### src/rtl/ascon_inv_permutation.sv
// ascon_inv_permutation: iterative inverse ASCON permutation, one inverse round per clock.
// Defining ASCON_INV_PROBE_EN adds the probe_lin0..4 and probe_round observation ports.
module ascon_inv_permutation (
    input  logic        clk,
    input  logic        rst,
    input  logic        in_valid,
    output logic        in_ready,
    input  logic [3:0]  rounds_in,
    input  logic [63:0] x0_in,
    input  logic [63:0] x1_in,
    input  logic [63:0] x2_in,
    input  logic [63:0] x3_in,
    input  logic [63:0] x4_in,
    output logic        out_valid,
    input  logic        out_ready,
    output logic [63:0] x0_out,
    output logic [63:0] x1_out,
    output logic [63:0] x2_out,
    output logic [63:0] x3_out,
    output logic [63:0] x4_out
`ifdef ASCON_INV_PROBE_EN
    ,
    output logic [63:0] probe_lin0,
    output logic [63:0] probe_lin1,
    output logic [63:0] probe_lin2,
    output logic [63:0] probe_lin3,
    output logic [63:0] probe_lin4,
    output logic [3:0]  probe_round
`endif
);
    typedef enum logic [1:0] {IDLE, RUN, DONE} state_t;

    function automatic logic [63:0] rotl(input logic [63:0] v, input int k);
        return (v << k) | (v >> (64 - k));
    endfunction

    function automatic logic [63:0] ror(input logic [63:0] v, input int k);
        return (v >> k) | (v << (64 - k));
    endfunction

    // Sigma is a circulant 1 + t^a + t^b with Sigma^64 = I, so its inverse is
    // Sigma^63 = prod Sigma^(2^j); bit k of the result selects ROR(x,k).
    function automatic logic [63:0] inv_mask(input int a, input int b);
        logic [63:0] acc, f, nx;
        acc = 64'd1;
        for (int j = 0; j < 6; j++) begin
            f = 64'd1 ^ (64'd1 << ((a << j) % 64)) ^ (64'd1 << ((b << j) % 64));
            nx = '0;
            for (int k = 0; k < 64; k++)
                if (f[k]) nx = nx ^ rotl(acc, k);
            acc = nx;
        end
        return acc;
    endfunction

    function automatic logic [63:0] sig_inv(input logic [63:0] v, input logic [63:0] m);
        logic [63:0] y;
        y = '0;
        for (int k = 0; k < 64; k++)
            if (m[k]) y = y ^ ror(v, k);
        return y;
    endfunction

    localparam logic [63:0] M [5] = '{inv_mask(19, 28), inv_mask(61, 39), inv_mask(1, 6),
                                      inv_mask(10, 17), inv_mask(7, 41)};
    localparam logic [4:0] SBI [32] = '{
        5'd20, 5'd26, 5'd7,  5'd13, 5'd0,  5'd9,  5'd14, 5'd18,
        5'd10, 5'd6,  5'd29, 5'd1,  5'd25, 5'd21, 5'd19, 5'd30,
        5'd24, 5'd22, 5'd11, 5'd17, 5'd3,  5'd5,  5'd28, 5'd31,
        5'd23, 5'd27, 5'd4,  5'd8,  5'd15, 5'd12, 5'd16, 5'd2};

    state_t      st, st_n;
    logic [3:0]  cnt, r, n;
    logic [63:0] x   [5];
    logic [63:0] lin [5];
    logic [63:0] nx  [5];
    logic [4:0]  v;

    assign n = (rounds_in == 4'd0 || rounds_in > 4'd12) ? 4'd12 : rounds_in;

    always_comb begin
        v = '0;
        for (int i = 0; i < 5; i++) lin[i] = sig_inv(x[i], M[i]);
        for (int j = 0; j < 64; j++) begin
            v = SBI[{lin[0][j], lin[1][j], lin[2][j], lin[3][j], lin[4][j]}];
            nx[0][j] = v[4];
            nx[1][j] = v[3];
            nx[2][j] = v[2];
            nx[3][j] = v[1];
            nx[4][j] = v[0];
        end
        nx[2] = nx[2] ^ {56'd0, 4'hf - r, r};
    end

    always_comb begin
        st_n = (st == IDLE && in_valid)   ? RUN  :
               (st == RUN && cnt == 4'd1) ? DONE :
               (st == DONE && out_ready)  ? IDLE : st;
    end

    always_ff @(posedge clk) begin
        if (rst) begin
            st  <= IDLE;
            cnt <= '0;
            r   <= '0;
            x   <= '{default: '0};
        end else begin
            st <= st_n;
            if (st == IDLE && in_valid) begin
                cnt <= n;
                r   <= 4'd11;
                x   <= '{x0_in, x1_in, x2_in, x3_in, x4_in};
            end else if (st == RUN) begin
                cnt <= cnt - 4'd1;
                r   <= r - 4'd1;
                x   <= nx;
            end
        end
    end

    assign in_ready  = st == IDLE;
    assign out_valid = st == DONE;
    assign x0_out    = x[0];
    assign x1_out    = x[1];
    assign x2_out    = x[2];
    assign x3_out    = x[3];
    assign x4_out    = x[4];

`ifdef ASCON_INV_PROBE_EN
    assign probe_lin0  = st == RUN ? lin[0] : '0;
    assign probe_lin1  = st == RUN ? lin[1] : '0;
    assign probe_lin2  = st == RUN ? lin[2] : '0;
    assign probe_lin3  = st == RUN ? lin[3] : '0;
    assign probe_lin4  = st == RUN ? lin[4] : '0;
    assign probe_round = st == RUN ? r : '0;
`endif
endmodule

### config.mk
export PLATFORM = sky130hd
export DESIGN_NAME = ascon_inv_permutation
export DESIGN_NICKNAME = d
export VERILOG_FILES = /design/src/rtl/ascon_inv_permutation.sv
export SDC_FILE = /design/constraint.sdc
export NUM_CORES = 2
export LEC_CHECK = 0
export CAP_MARGIN = 25
export CORE_MARGIN = 2
export CORE_UTILIZATION = 45
export CTS_CLUSTER_SIZE = 24
export DETAILED_ROUTE_END_ITERATION = 7
export PLACE_DENSITY = 0.67
export SLEW_MARGIN = 10
export SYNTH_ARGS = -nofsm -noshare
export SYNTH_HDL_FRONTEND = slang
export SYNTH_SLANG_ARGS = --single-unit
### constraint.sdc
create_clock -name clk -period 5.34 [get_ports clk]
set_input_delay 1.068 -clock clk [delete_from_list [all_inputs] [get_ports clk]]
set_output_delay 1.068 -clock clk [all_outputs]
set_load 0.01 [all_outputs]
# Yosys cells after proc, flatten, opt, wreduce, memory -nomap -nowiden
# Memory sizes are Yosys's and may differ from the RTL's.
# Cells that the tools add are included.
# word_totals
romBits	10240
output_inout_bits	322
regBits	330
memories	64
in_bits	328
elab_cells	679
# classes
n_reduce_logical	10
n_mux	138
n_lt_le_gt_ge	65
addsub	3
bitwise	386
eq_ne	3
# mem_list
name	words	word_bits	rd	rd_ports_with_merged_regs	wr	line	text
(name not given)	32	5	1	0	0	85	v = SBI[{lin[0][j], lin[1][j], lin[2][j], lin[3][j], lin[4][j]}];
(name not given)	32	5	1	0	0	85	
(name not given)	32	5	1	0	0	85	
(name not given)	32	5	1	0	0	85	
(name not given)	32	5	1	0	0	85	
(name not given)	32	5	1	0	0	85	
58 more memories	--	--	--	--	--	--	
# op_table
operator	count
bitwise XOR 64 bit	160
2-to-1 mux 320 bit	2
2-to-1 mux 5 bit	128
>= comparator 6 bit (second input constant)	64
NOT 5 -> 6 bit	64
OR 17 x 64 -> 64 bit	5
OR 1 x 64 -> 64 bit	4
OR 11 x 64 -> 64 bit	4
OR 20 x 64 -> 64 bit	4
OR 28 x 64 -> 64 bit	4
OR 29 x 64 -> 64 bit	4
OR 3 x 64 -> 64 bit	4
OR 36 x 64 -> 64 bit	4
OR 37 x 64 -> 64 bit	4
OR 4 x 64 -> 64 bit	4
OR 40 x 64 -> 64 bit	4
OR 43 x 64 -> 64 bit	4
OR 53 x 64 -> 64 bit	4
OR 60 x 64 -> 64 bit	4
OR 62 x 64 -> 64 bit	4
OR 16 x 64 -> 64 bit	3
OR 19 x 64 -> 64 bit	3
OR 22 x 64 -> 64 bit	3
OR 24 x 64 -> 64 bit	3
other kinds (60)	114

# Logic depth before layout (Yosys ltp)
# depth
depth_word	42
ltp_mapped	16
ltp_nobuf	14

# Least setup slack after synthesis
# No wires, ideal clock.
# synth_timing
kind	register to register
startpoint	register x (netlist bit x3_out[3])
endpoint	register x (netlist bit x2_out[46])
period_less_slack_ps	3801
path_stages_with_launch	14
path_buffers	2
required_ps	5208
path_slack_ps	1539
t_arrival_ps	3668
setup_time_ps	132
cell_sequence	dfxtp_1 buf_4 xnor2_2 xnor3_1 xnor2_1 xnor3_1 xor2_1 buf_2 inv_1 ha_1 mux4_2 nor2b_1 o21ai_0 a21oi_1
# synth_between
elab_chain_len	32
# synth_rtl
element	line	text
start: declaration	74	logic [63:0] x [5];
start signal: assignment	112	x <= '{x0_in, x1_in, x2_in, x3_in, x4_in};
start signal: assignment	116	x <= nx;
OR 43 x 64 -> 64 bit	38	return (v >> k) | (v << (64 - k));
bitwise XOR 64 bit (24 in a row)	60	if (m[k]) y = y ^ ror(v, k);
NOT 5 -> 6 bit (not written as such)	85	
memory read (32 x 5 bit)	--	
2-to-1 mux 5 bit (not written as such) (2 in a row)	85	
bitwise XOR 64 x 8 -> 64 bit	92	nx[2] = nx[2] ^ {56'd0, 4'hf - r, r};
2-to-1 mux 320 bit	113	end else if (st == RUN) begin
2-to-1 mux 320 bit	109	if (st == IDLE && in_valid) begin
# Every way passes these cells. The select of a mux whose other input is x is not followed.
# A chain may end at the register's enable or synchronous reset.

# Final worst setup path
# layout_timing
startpoint	register x (netlist bit x4_out[28])
endpoint	register x (netlist bit x4_out[19])
# layout_between
elab_chain_len	36
# layout_rtl
element	line
OR 55 x 64 -> 64 bit	38
bitwise XOR 64 bit (29 in a row)	60
NOT 5 -> 6 bit (not written as such)	85
memory read (32 x 5 bit)	--
2-to-1 mux 5 bit (not written as such) (2 in a row)	85
2-to-1 mux 320 bit	113
2-to-1 mux 320 bit	109
# Every way passes these cells. The select of a mux whose other input is x is not followed.

==> results.cfg <==
[sta]
slew_headroom = 0.1147
skew_ns = 0.04752
tightest_slew_ns = 1.328
fin_ws_ns = -0.2786
fin_crit_ns = 5.619
slew_violations = 0
fin_crit_sh = 1.052
rsz0062_at_grt = yes
finalSetupTns_ns = -0.6437
final_hold_viol_count = 0
max_freq_mhz = 178.0
setup_viol = 5

[clock_network]
htree_levels = 2
root_buffer = clkbuf_16
cts.path.max_buffers = 3
clk_latency_ns = 0.77
postCtsSetupBuffers = 0
hold_buffers = 0
cts_buffers = 50
cts.sinks = 330
cts_tree = yes
path_clk_slew_ns = 0.07

[floorplanning]
initial_core_util = 0.4524
die_w_um = 446.3
coreArea_um2 = 194600
fp-row-count = 162
dieArea_um2 = 199200
dieHeight_um = 446.3
num_io_pins = 650

[place]
place.gp.congestion = 1.197
placed_cell_area_um2 = 104000
dp_hpwl_um = 453000
port_buffers = 649

[grt]
antenna_found_initial = 45
grt_pass1_wl_um = 704800
grt_max_degree = 127
grt_usage = 0.5315
grt_pass1_vias = 75680
grt_overflow = 0

[route]
wl_per_cell_um = 42.91
drt_pre_antenna_iters = 8
drtAntennaViolNets = 0
drt_iter0_markers = 14130
num_vias = 82740
wirelength_um = 548100
viasPerCell = 6.478
drc = 0

[synthesis]
async_reset_ff_frac = 0
synth-main-ff-cell = dfxtp_1
ys_seq_elements = 330
synth.yosys.seq_area_share = 0.07504
syn_inst = 8947
syn_area_um2 = 88030
synth_cell_types = 85
synth_edf_count = 0
syn_area_per_cell_um2 = 9.840
ys.warnings.count = 0
syn_nets = 9718

[critical_path]
critPathCaptureType = flop
critPathLaunchType = flop
crit_path_max_fanout = 7
required_ns = 6.00
criticalPathCategory = reg -> reg
critPathMostFrequentCell = buf_4
slowest_stage = mux2i_1
critPathArrivalTime_ns = 6.28
critical-path-max-stage-delay_ns = 0.83
path_cells = xnor3_1 > xor2_2 > xor2_1 > xnor2_1 > xnor2_2 > buf_4 > inv_1 > ha_1 > nor2_1 > o31ai_1 > mux2i_1 > buf_4 > o21ai_0 > buf_4 > a21oi_1
crit_family = XOR/XNOR gates
critPathBufInv = 4

[cells_and_area]
fillers = 17440
layout_common_cells = 2089 x xnor2_1, 1107 x buf_4, 836 x xnor3_1
multi_input_area_um2 = 77320
final_common_cell = xnor2_1
drive_gt1_frac = 0.1637
syn_to_final_growth_pct = 20.36
nets = 10940
seqCellArea_um2 = 6616
finish.instance_area_um2 = 106000

[job]
cap_violations = 0

[outcome]
status = finished, violations left
failed_checks = setup timing

[min_path]
hp-class = reg -> reg
-- area by class of cell --
cell class                 instances  share of cell area
antenna                           24           0.0005668
clock buffer                      62             0.01299
clock inverter                    31            0.003637
inverter                         280            0.009919
multi-input combinational       7688              0.7297
sequential                       330             0.06244
tap                             2542             0.03002
timing repair buffer            1814              0.1507
-- layer usage --
layer  wire length (µm)  share of wire  vias up  GRT usage
met5                307        0.00056        -          0
met1             193100           0.35    40350     0.6366
li1                   -              -    33090          -
met4              61930           0.11       44     0.4746
met2             207700           0.38     7281     0.7072
met3              84940           0.15     1977     0.2391
-- cell families after synthesis --
kind of cell,Yosys count,synth area share
AOI/OAI and AO/OA,1543,0.1153
buffers and inverters,929,0.05063
DFF,330,0.07504
and+or+nand+nor,1274,0.06407
xor gates and xnor gates,3985,0.5757
muxes,443,0.05631
adders and majority gates,443,0.06296
-- state kept, by name, indices dropped and copies added (netlist names) --
name,cells
x0_out,64
x1_out,64
x2_out,64
x3_out,64
x4_out,64
cnt,4
r,4
st,2
-- worst min-delay path, delay by kind of cell, from the launching register on --
kind | cells | cell delay [ns]
flops | 1 | 0.31
buf+inv | 1 | 0.10
compound gates | 1 | 0.08
-- final timing paths --
path                            slack (ns)                     from                      end  cells after the start
worst max register to register       -0.28  x4_out[28]$_SDFFE_PP0P_  x4_out[19]$_SDFFE_PP0P_                     15
worst max-delay path                 -0.28  x4_out[28]$_SDFFE_PP0P_  x4_out[19]$_SDFFE_PP0P_                     15
worst min-delay path                  0.54      cnt[1]$_SDFFE_PP0P_      cnt[1]$_SDFFE_PP0P_                      2
worst min register to register        0.54      cnt[1]$_SDFFE_PP0P_      cnt[1]$_SDFFE_PP0P_                      2
-- repair_timing --
action | in CTS | in global routing
setup endpoints to repair | 1 | 4
pin swaps | 1 | 0
hold endpoints to repair | 0 | 0
resized for setup | 5 | 6
-- cell usage after synthesis, types with 82 or more instances --
cell type,instances,area share
xnor2_1,2115,0.21
xnor3_1,837,0.21
xor2_1,668,0.066
nand2_1,461,0.020
ha_1,443,0.063
nor2_1,436,0.019
mux2i_1,361,0.041
dfxtp_1,330,0.075
o21ai_0,317,0.018
buf_2,300,0.017
a21oi_1,276,0.016
inv_1,262,0.011
a211oi_1,239,0.020
clkbuf_1,194,0.0083
o22ai_1,177,0.013
xnor2_2,137,0.025
xor3_1,136,0.037
buf_4,134,0.011
o211ai_1,131,0.011
a311oi_1,82,0.0082
-- per-stage QoR --
step                setup WS [ns]  instances  utilization  hold WS (ns)
finish                    -0.2786      12770       0.5445        0.5394
global route             -0.05795      12750       0.5443        0.5696
CTS                       0.01281      12740       0.5436        0.5347
detailed placement        -0.4371      12650       0.5345        0.5235
global placement          -0.5257      12640       0.5341        0.4989
floorplan                   1.539       8947            -        0.4835
Power is not shown: default switching activity piles up to over one toggle a cycle in this logic, so the estimate is an artifact.
